$ cat src/rtl/zeroriscy_defines.sv
// Shared definitions for the zeroriscy EX-stage BNN unit: opcodes and FSM state encoding.
package zeroriscy_defines;

   localparam int BNN_OP_WIDTH = 3;

   localparam logic [BNN_OP_WIDTH-1:0] BNN_OP_LDW   = 3'b000;
   localparam logic [BNN_OP_WIDTH-1:0] BNN_OP_ACC   = 3'b001;
   localparam logic [BNN_OP_WIDTH-1:0] BNN_OP_RDACC = 3'b010;
   localparam logic [BNN_OP_WIDTH-1:0] BNN_OP_CLR   = 3'b011;
   localparam logic [BNN_OP_WIDTH-1:0] BNN_OP_THR   = 3'b100;

   typedef enum logic {
      BNN_IDLE = 1'b0,
      BNN_BUSY = 1'b1
   } bnn_state_e;

endpackage

$ cat src/rtl/zeroriscy_bnn_popcnt.sv
// Combinational population count over a W-bit slice.
module zeroriscy_bnn_popcnt #(
   parameter int W = 8
) (
   input  logic [W-1:0]           bits,
   output logic [$clog2(W):0]     count
);

   always_comb begin
      count = '0;
      for (int i = 0; i < W; i++) begin
         count = count + ($clog2(W)+1)'(bits[i]);
      end
   end

endmodule

$ cat src/rtl/zeroriscy_bnn_xnor_acc.sv
// BNN XNOR-popcount accumulator on the EX enable/ready handshake.
// state    | meaning
// IDLE     | accepts a request; single-cycle ops finish in the request cycle
// BUSY     | ACC in progress, popcounting POP_BITS of the latched xnor per cycle
module zeroriscy_bnn_xnor_acc
   import zeroriscy_defines::*;
#(
   parameter int WDEPTH   = 8,
   parameter int POP_BITS = 8,
   parameter int ACC_W    = 16
) (
   input  logic                    clk,
   input  logic                    rst,
   input  logic                    bnn_en_i,
   input  logic [BNN_OP_WIDTH-1:0] bnn_operator_i,
   input  logic [31:0]             bnn_addr_i,
   input  logic [31:0]             bnn_data_i,
   output logic [31:0]             bnn_result_o,
   output logic                    bnn_ready_o
);

   localparam int N      = 32 / POP_BITS;
   localparam int IDX_W  = (WDEPTH > 1) ? $clog2(WDEPTH) : 1;
   localparam int CNT_W  = (N > 1) ? $clog2(N) : 1;
   localparam int POP_W  = 6;
   localparam int PC_W   = $clog2(POP_BITS) + 1;
   localparam logic [CNT_W-1:0] CNT_LAST = CNT_W'(N - 1);

   bnn_state_e              state;
   logic [31:0]             w [WDEPTH];
   logic [31:0]             xv;
   logic [CNT_W-1:0]        cnt;
   logic [POP_W-1:0]        pop;
   logic signed [ACC_W-1:0] acc;

   logic [IDX_W-1:0]        idx;
   logic [PC_W-1:0]         chunk_count;
   logic [POP_W-1:0]        pop_next;
   logic signed [7:0]       dot;
   logic signed [ACC_W:0]   sum;
   logic signed [ACC_W-1:0] acc_sat;
   logic                    unused_addr;

   assign idx         = bnn_addr_i[IDX_W-1:0];
   assign unused_addr = ^bnn_addr_i[31:IDX_W];

   zeroriscy_bnn_popcnt #(.W(POP_BITS)) u_popcnt (
      .bits  (xv[int'(cnt)*POP_BITS +: POP_BITS]),
      .count (chunk_count)
   );

   assign pop_next = pop + POP_W'(chunk_count);

   // One guard bit above ACC_W is enough since |dot| <= 32 and ACC_W >= 8.
   always_comb begin
      dot = $signed({1'b0, pop_next, 1'b0}) - 8'sd32;
      sum = {acc[ACC_W-1], acc} + {{(ACC_W-7){dot[7]}}, dot};
      if (sum[ACC_W] != sum[ACC_W-1]) begin
         acc_sat = sum[ACC_W] ? {1'b1, {(ACC_W-1){1'b0}}} : {1'b0, {(ACC_W-1){1'b1}}};
      end else begin
         acc_sat = sum[ACC_W-1:0];
      end
   end

   always_comb begin
      bnn_ready_o  = 1'b0;
      bnn_result_o = '0;
      if (!rst && bnn_en_i) begin
         if (state == BNN_IDLE) begin
            if (bnn_operator_i != BNN_OP_ACC) begin
               bnn_ready_o = 1'b1;
            end
            case (bnn_operator_i)
               BNN_OP_RDACC: bnn_result_o = 32'(acc);
               BNN_OP_THR:   bnn_result_o = {31'd0, ($signed(32'(acc)) >= $signed(bnn_data_i))};
               default:      bnn_result_o = '0;
            endcase
         end else if (cnt == CNT_LAST) begin
            bnn_ready_o  = 1'b1;
            bnn_result_o = 32'(acc_sat);
         end
      end
   end

   always_ff @(posedge clk) begin
      if (rst) begin
         state <= BNN_IDLE;
         acc   <= '0;
         cnt   <= '0;
         pop   <= '0;
         xv    <= '0;
         for (int i = 0; i < WDEPTH; i++) begin
            w[i] <= '0;
         end
      end else begin
         case (state)
            BNN_IDLE: begin
               if (bnn_en_i) begin
                  case (bnn_operator_i)
                     BNN_OP_LDW: w[idx] <= bnn_data_i;
                     BNN_OP_CLR: acc <= '0;
                     BNN_OP_ACC: begin
                        xv    <= ~(bnn_data_i ^ w[idx]);
                        cnt   <= '0;
                        pop   <= '0;
                        state <= BNN_BUSY;
                     end
                     default: ;
                  endcase
               end
            end
            BNN_BUSY: begin
               if (!bnn_en_i) begin
                  state <= BNN_IDLE;
               end else begin
                  pop <= pop_next;
                  cnt <= cnt + 1'b1;
                  if (cnt == CNT_LAST) begin
                     acc   <= acc_sat;
                     state <= BNN_IDLE;
                  end
               end
            end
            default: state <= BNN_IDLE;
         endcase
      end
   end

endmodule
$ cat config.mk
export PLATFORM = sky130hd
export DESIGN_NAME = zeroriscy_bnn_xnor_acc
export DESIGN_NICKNAME = d
export VERILOG_FILES = /design/src/rtl/zeroriscy_defines.sv /design/src/rtl/zeroriscy_bnn_popcnt.sv /design/src/rtl/zeroriscy_bnn_xnor_acc.sv
export SDC_FILE = /design/constraint.sdc
export NUM_CORES = 1
export LEC_CHECK = 0
export CORE_MARGIN = 10
export CORE_UTILIZATION = 50
export CTS_CLUSTER_SIZE = 20
export DETAILED_ROUTE_END_ITERATION = 6
export PLACE_DENSITY_LB_ADDON = 0.12
export SETUP_SLACK_MARGIN = 0.15
export SYNTH_ARGS = -nofsm -noshare
export SYNTH_HDL_FRONTEND = slang
export SYNTH_HIERARCHICAL = 1
export SYNTH_SLANG_ARGS = --single-unit
export TNS_END_PERCENT = 50
$ cat constraint.sdc
create_clock -name clk -period 26.3 [get_ports clk]
set_clock_uncertainty 0.2 [all_clocks]
set_input_delay 5.26 -clock clk [delete_from_list [all_inputs] [get_ports clk]]
set_output_delay 5.26 -clock clk [all_outputs]
set_load 0.05 [all_outputs]
== After elaboration in Yosys (flattened, before gate mapping) ==
Memory sizes are Yosys's and may differ from the RTL's.
Cells that the tools add are included.

* Bits in registers: 57
* Memory bits (writable): 256
* Output and inout bits: 33
* Memories kept: 1

{| class="wikitable"
|+ Memory list
! memory !! depth !! bits a word !! rd ports !! clocked after memory_dff !! wr ports !! RTL line !! source
|-
| w || 8 || 32 || 1 || 0 || 8 || zeroriscy_bnn_xnor_acc.sv:30 || <nowiki>logic [31:0] w [WDEPTH];</nowiki>
|}

* Add/subtract/negate cells: 11
* Magnitude comparators: 1
* Equality and inequality tests: 12
* Shifts and indexed selects: 1
* Muxes and demuxes: 38
* Bitwise logic cells: 3
* Reduce and logical (&&, ||, !) cells: 7

{| class="wikitable"
|+ Operator list
! operator !! count
|-
| 32-bit 2-to-1 mux || 4
|-
| 16-bit 2-to-1 mux || 6
|-
| 32-bit case mux with 2 select lines || 1
|-
| 16-bit by 32-bit greater-or-equal comparator with 1-bit output || 1
|-
| 32-bit NOT || 1
|-
| 16-bit case mux with 2 select lines || 1
|-
| 32-bit OR reduction || 1
|-
| 32-bit by 6-bit indexed part select with 8-bit output || 1
|-
| 32-bit XOR || 1
|-
| 4-bit by 1-bit adder with 4-bit output || 6
|-
| 6-bit 2-to-1 mux || 3
|-
| 16-bit by 8-bit adder with 17-bit output || 1
|-
| 1-bit 2-to-1 mux || 16
|-
| 6-bit case mux with 2 select lines || 1
|-
| 7-bit by 6-bit subtractor with 8-bit output, second input constant || 1
|-
| 6-bit by 4-bit adder with 6-bit output || 1
|-
| 3-bit by 2-bit equality test with 1-bit output, second input constant || 2
|-
| 2-bit 2-to-1 mux || 3
|-
| 2-bit by 1-bit != test with 1-bit output, second input constant || 3
|-
| 3-bit AND reduction || 2
|-
| 2-bit != test, second input constant || 2
|-
| 2-bit case mux with 2 select lines || 1
|-
| 4-bit AND reduction || 1
|-
| 3-bit by 1-bit equality test with 1-bit output, second input constant || 1
|-
| 12 further kinds || 12
|}

== Longest topological paths before layout ==
* Depth in word-level cells: 16
* Mapped depth: 29
* Depth with buffers taken out: 26

== By module ==
The synthesis kept the hierarchy.

{| class="wikitable"
|+ Modules (own cells, without submodules)
! module !! times used !! cells each !! area an instance (µm²) !! seq. area each (µm²)
|-
| zeroriscy_bnn_xnor_acc || 1 || 1304 || 15976.6 || 8828.5
|-
| zeroriscy_bnn_popcnt || 1 || 24 || 190.2 || 0.0
|}

== Worst setup path before layout ==
No wires, ideal clock.

* Kind: register -> output
* Start point: register cnt[1]
* End point: output port bnn_result_o[16]
* Arrival time: 8.329 ns
* Setup slack: 12.511 ns
* Cell stages (with the launch flop): 30
* Cells stage by stage: dfxtp_1 -> clkbuf_1 -> mux4_2 -> inv_1 -> fa_1 -> fa_1 -> fa_1 -> inv_1 -> ha_1 -> inv_1 -> fa_1 -> inv_1 -> ha_1 -> a21o_1 -> a21oi_1 -> mux2_2 -> and2_1 -> buf_2 -> o21ai_0 -> ha_1 -> buf_2 -> nor2b_1 -> and3_1 -> o21ai_0 -> nand3_1 -> a41o_1 -> a21oi_1 -> o21ai_0 -> a21oi_1 -> buf_4

* Longest elaborated chain between the ends: 16
* Elaborated cells on any way between the ends: 18

{| class="wikitable"
|+ RTL lines
! item !! RTL line !! source
|-
| start, declared || zeroriscy_bnn_xnor_acc.sv:32 || <nowiki>logic [CNT_W-1:0] cnt;</nowiki>
|-
| start signal, assigned || zeroriscy_bnn_xnor_acc.sv:117 || <nowiki>cnt <= cnt + 1'b1;</nowiki>
|-
| 32-bit by 6-bit indexed part select with 8-bit output * || zeroriscy_bnn_xnor_acc.sv:48 || <nowiki>.bits (xv[int'(cnt)*POP_BITS +: POP_BITS]),</nowiki>
|-
| 1-bit by 1-bit adder with 2-bit output || zeroriscy_bnn_popcnt.sv:12 || <nowiki>count = count + ($clog2(W)+1)'(bits[i]);</nowiki>
|-
| 4-bit by 1-bit adder with 4-bit output (5 in series) || zeroriscy_bnn_popcnt.sv:12 ||
|-
| 4-bit by 1-bit adder with 4-bit output * || zeroriscy_bnn_popcnt.sv:12 ||
|-
| net chunk_count[1] || zeroriscy_bnn_xnor_acc.sv:37 || <nowiki>logic [PC_W-1:0] chunk_count;</nowiki>
|-
| 6-bit by 4-bit adder with 6-bit output * || zeroriscy_bnn_xnor_acc.sv:52 || <nowiki>assign pop_next = pop + POP_W'(chunk_count);</nowiki>
|-
| 7-bit by 6-bit subtractor with 8-bit output * || zeroriscy_bnn_xnor_acc.sv:56 || <nowiki>dot = $signed({1'b0, pop_next, 1'b0}) - 8'sd32;</nowiki>
|-
| 16-bit by 8-bit adder with 17-bit output * || zeroriscy_bnn_xnor_acc.sv:57 || <nowiki>sum = {acc[ACC_W-1], acc} + {{(ACC_W-7){dot[7]}}, dot};</nowiki>
|-
| 16-bit 2-to-1 mux / 1-bit != test (equally long branches) || zeroriscy_bnn_xnor_acc.sv:59, zeroriscy_bnn_xnor_acc.sv:58 ||
|-
| 16-bit 2-to-1 mux * || zeroriscy_bnn_xnor_acc.sv:58 || <nowiki>if (sum[ACC_W] != sum[ACC_W-1]) begin</nowiki>
|-
| 32-bit 2-to-1 mux * || zeroriscy_bnn_xnor_acc.sv:78 || <nowiki>end else if (cnt == CNT_LAST) begin</nowiki>
|-
| 32-bit 2-to-1 mux * || zeroriscy_bnn_xnor_acc.sv:69 || <nowiki>if (state == BNN_IDLE) begin</nowiki>
|-
| 32-bit 2-to-1 mux * || zeroriscy_bnn_xnor_acc.sv:68 || <nowiki>if (!rst && bnn_en_i) begin</nowiki>
|-
| end, declared || zeroriscy_bnn_xnor_acc.sv:18 || <nowiki>output logic [31:0] bnn_result_o,</nowiki>
|}

Mark *: on every way through the listed nets, which the timed path passes. The rest lies on a longest branch.

== Final worst setup path ==
* Start point: register cnt[1]
* End point: output port bnn_result_o[24]

The elaborated chain is that of the path after synthesis.

==> metrics.cfg <==
[clock_tree]
cts-root-buf=clkbuf_16
clkSinkCount=313
cts.path.max_buffers=3
postCtsSetupBuffers=0
tritoncts=built
cts-buffers-inserted=35
clk_pin_slew_ns=0.06
clk_latency_ns=0.52
postCtsResizedCells=0
cts_max_level=2
hold_buffers=0

[worst_setup_path]
crit_fanout=17
endpoint_kind=output pin
slowest_stage=clkdlybuf4s50_1
r2r-start=cnt[1]
required_ns=20.84
worstSetupStartpoint=cnt[1]
criticalPathCategory=reg2out
cp.arrival_ns=9.84
start_kind=flip-flop
critPathMostFrequentCell=fa_1
critical-path-max-stage-delay_ns=0.98

[detailed_routing]
routed_wl_um=42330
vias=10930
via_per_inst=6.224
final_antenna_net_count=0
first_iter_violations=987
drc_errors=0
first_pass_iters=6
wl_per_cell_um=24.10

[yosys]
synth_top_family_by_area=simple AND/OR/NAND/NOR gates
synth_area_per_cell_um2=12.17
synth_edf_count=256
ys_ff_latch=313
synth.area.mux_share=0.1227
synth_nets=1449
synth_cells=1328
synth_area_um2=16170
yosysSeqAreaShare=0.5461
synth_compound_area_frac=0.06493
synthFlopType=edfxtp_1
synthXorXnorAreaFrac=0.02438
synth_cell_types=66
yosys.area_share.simple=0.1509
synth_fa_ha_area_frac=0.04226
yosys_warnings=6
async_flop_share=0

[sta]
rsz0062_at_grt=false
layout_min_cycle_time_ns=15.30
period_share=0.5816
final_max_slew_viol_count=0
max_freq_mhz=65.37
hold_violations=0
worst_pin_slew_ns=1.170
relSlewSlack=0.2200
hold_slack_ns=0.2602
setup_slack_ns=11.00
finalSetupViolCount=0
finalSetupTns_ns=0

[floorplanning]
die-area_um2=39930
fp-row-count=65
core_um2=31720
io_pins=103
start_util=0.5097
die_h_um=199.8
die_x_um=199.8

[final_layout]
seqCellArea_um2=8828
fill_cells=2667
multi_input_area_um2=6565
fin_util=0.5692
diodes=0
nets=1450
fin_cells=1756
layout-drive-gt1-share=0.1270
area_growth_pct=11.67

[pwr]
ir_drop_mv=0.05191
comb_power_share=0.090
p_per_area_nw_per_um2=62.54
power_frac_seq=0.500
swShare=0.2362
p_int_mw=0.8624
power.switching_mw=0.2666
leakagePower_nw=5.905
power.share.clock=0.410

[global_route]
gr-total-overflow=0
antenna_found_initial=0
grt_pass1_wl_um=65070
grt_pass1_vias=10730
grt_max_degree=73
track_usage=0.2133

[min_path]
min_path_type=reg2reg
min_from=pop[0]

[place]
port_buffers=73
dp_cells=1694
dp_slack_ns=11.59
hpwlAfterDp_um=25500
gp_routability_congestion=0.8779

[status]
outcome=complete, no violations

[run]
maxCapViolCount=0

[cells by family after synthesis]
| kind of cell | after synthesis |
|---|---|
| AO/OA/AOI/OAI | 154 |
| XOR/XNOR | 45 |
| adder cells (fa/ha/maj) | 51 |
| buffers and inverters | 186 |
| flip-flops | 313 |
| multiplexers | 108 |
| AND/OR/NAND/NOR | 471 |
[layout by cell type, fill, tap and decap left out, types with 4 or more instances in the layout]
cell type and n:
edfxtp_1 256, nor3_1 203, mux4_2 72, clkdlybuf4s50_1 69, nor4_1 67, nor2_1 57, dfxtp_1 57, nand2_1 46
ha_1 45, a211oi_1 41, xnor2_1 40, clkinv_1 38, a21oi_1 36, clkbuf_16 36, mux2i_1 35, inv_1 26
nand3_1 23, buf_4 23, o21ai_1 19, o21ai_0 18, and2_1 13, and3_1 11, or2_2 9, nand4_1 7
clkinv_2 7, a21o_1 6, nand2b_1 6, or3_1 6, fa_1 6, clkbuf_1 6, xor2_1 5, o22ai_1 5
nor2b_1 4
[metal layers]
| metal | vias up | global-route usage | wire (um) |
|---|---|---|---|
| met5 | - | 0 | 0 |
| met4 | 0 | 0.05861 | 970 |
| met3 | 59 | 0.03349 | 2801 |
| met2 | 350 | 0.3360 | 19820 |
| met1 | 5412 | 0.3018 | 18740 |
| li1 | 5109 | - | - |
[path summary, 6_finish.rpt]
path                                    endpoint  cells past startpoint  slack, ns
worst max-delay path            bnn_result_o[24]                     26      11.00
worst max register to register            acc[9]                     25      17.82
worst min-delay path                      pop[0]                      2       0.26
worst min register to register            pop[0]                      2       0.26
[state kept, by name (all words and copies together), names as in the netlist]
| name | flops |
|---|---|
| cnt | 2 |
| state | 1 |
| xv | 32 |
| pop | 6 |
| w | 256 |
| acc | 16 |
[cell usage after synthesis (9+ instances only)]
| master | instances | area [um2] |
|---|---|---|
| mux2i_1 | 35 | 350.3 |
| o21ai_0 | 18 | 90.09 |
| nor2_1 | 57 | 214.0 |
| nand2_1 | 47 | 176.4 |
| a211oi_1 | 41 | 307.8 |
| or2_2 | 9 | 56.30 |
| and3_1 | 11 | 68.82 |
| a21oi_1 | 36 | 180.2 |
| buf_1 | 19 | 71.32 |
| buf_4 | 16 | 120.1 |
| nor3_1 | 203 | 1016 |
| o21ai_1 | 19 | 95.09 |
| dfxtp_1 | 57 | 1141 |
| clkinv_1 | 31 | 116.4 |
| ha_1 | 45 | 563.0 |
| xnor2_1 | 40 | 350.3 |
| edfxtp_1 | 256 | 7687 |
| mux4_2 | 72 | 1622 |
| clkbuf_1 | 85 | 319.1 |
| and2_1 | 13 | 81.33 |
| nand3_1 | 23 | 115.1 |
| inv_1 | 26 | 97.59 |
| nor4_1 | 67 | 419.2 |
[layout make-up]
type | count | share of cell area
clock buffers | 44 | 0.05267
clock inverters | 18 | 0.006861
inverters | 57 | 0.01185
multi-input cells | 829 | 0.3636
flip-flops and latches | 313 | 0.4890
well taps | 402 | 0.02786
repair buffers | 93 | 0.04810
[critical path: cells and delay by family, from the launching register on]
family	cells	cell delay [ns]
flops	1	0.70
compound gates	8	2.71
simple gates	5	1.20
fa+ha+maj	7	2.63
buf+inv	4	1.18
mux	1	0.58
xor+xnor	1	0.28
[per-stage QoR]
stage	power (mW)	area, um2
3_5_place_dp	0.6770	16980
4_1_cts	1.137	18050
6_report	1.129	18050
2_1_floorplan	0.6380	16170
5_1_grt	1.163	18050
3_3_place_gp	0.6752	16980
[power by group through the flow]
| stage | registers, mW | logic (mW) | clock network, mW |
|---|---|---|---|
| final | 0.565 | 0.102 | 0.463 |
| after detailed placement | 0.575 | 0.102 | 0 |
| after global routing | 0.566 | 0.109 | 0.488 |
| after CTS | 0.565 | 0.102 | 0.470 |
| after floorplan | 0.571 | 0.0667 | 0 |
| after global placement | 0.574 | 0.101 | 0 |
(Power assumes the default switching activity.)
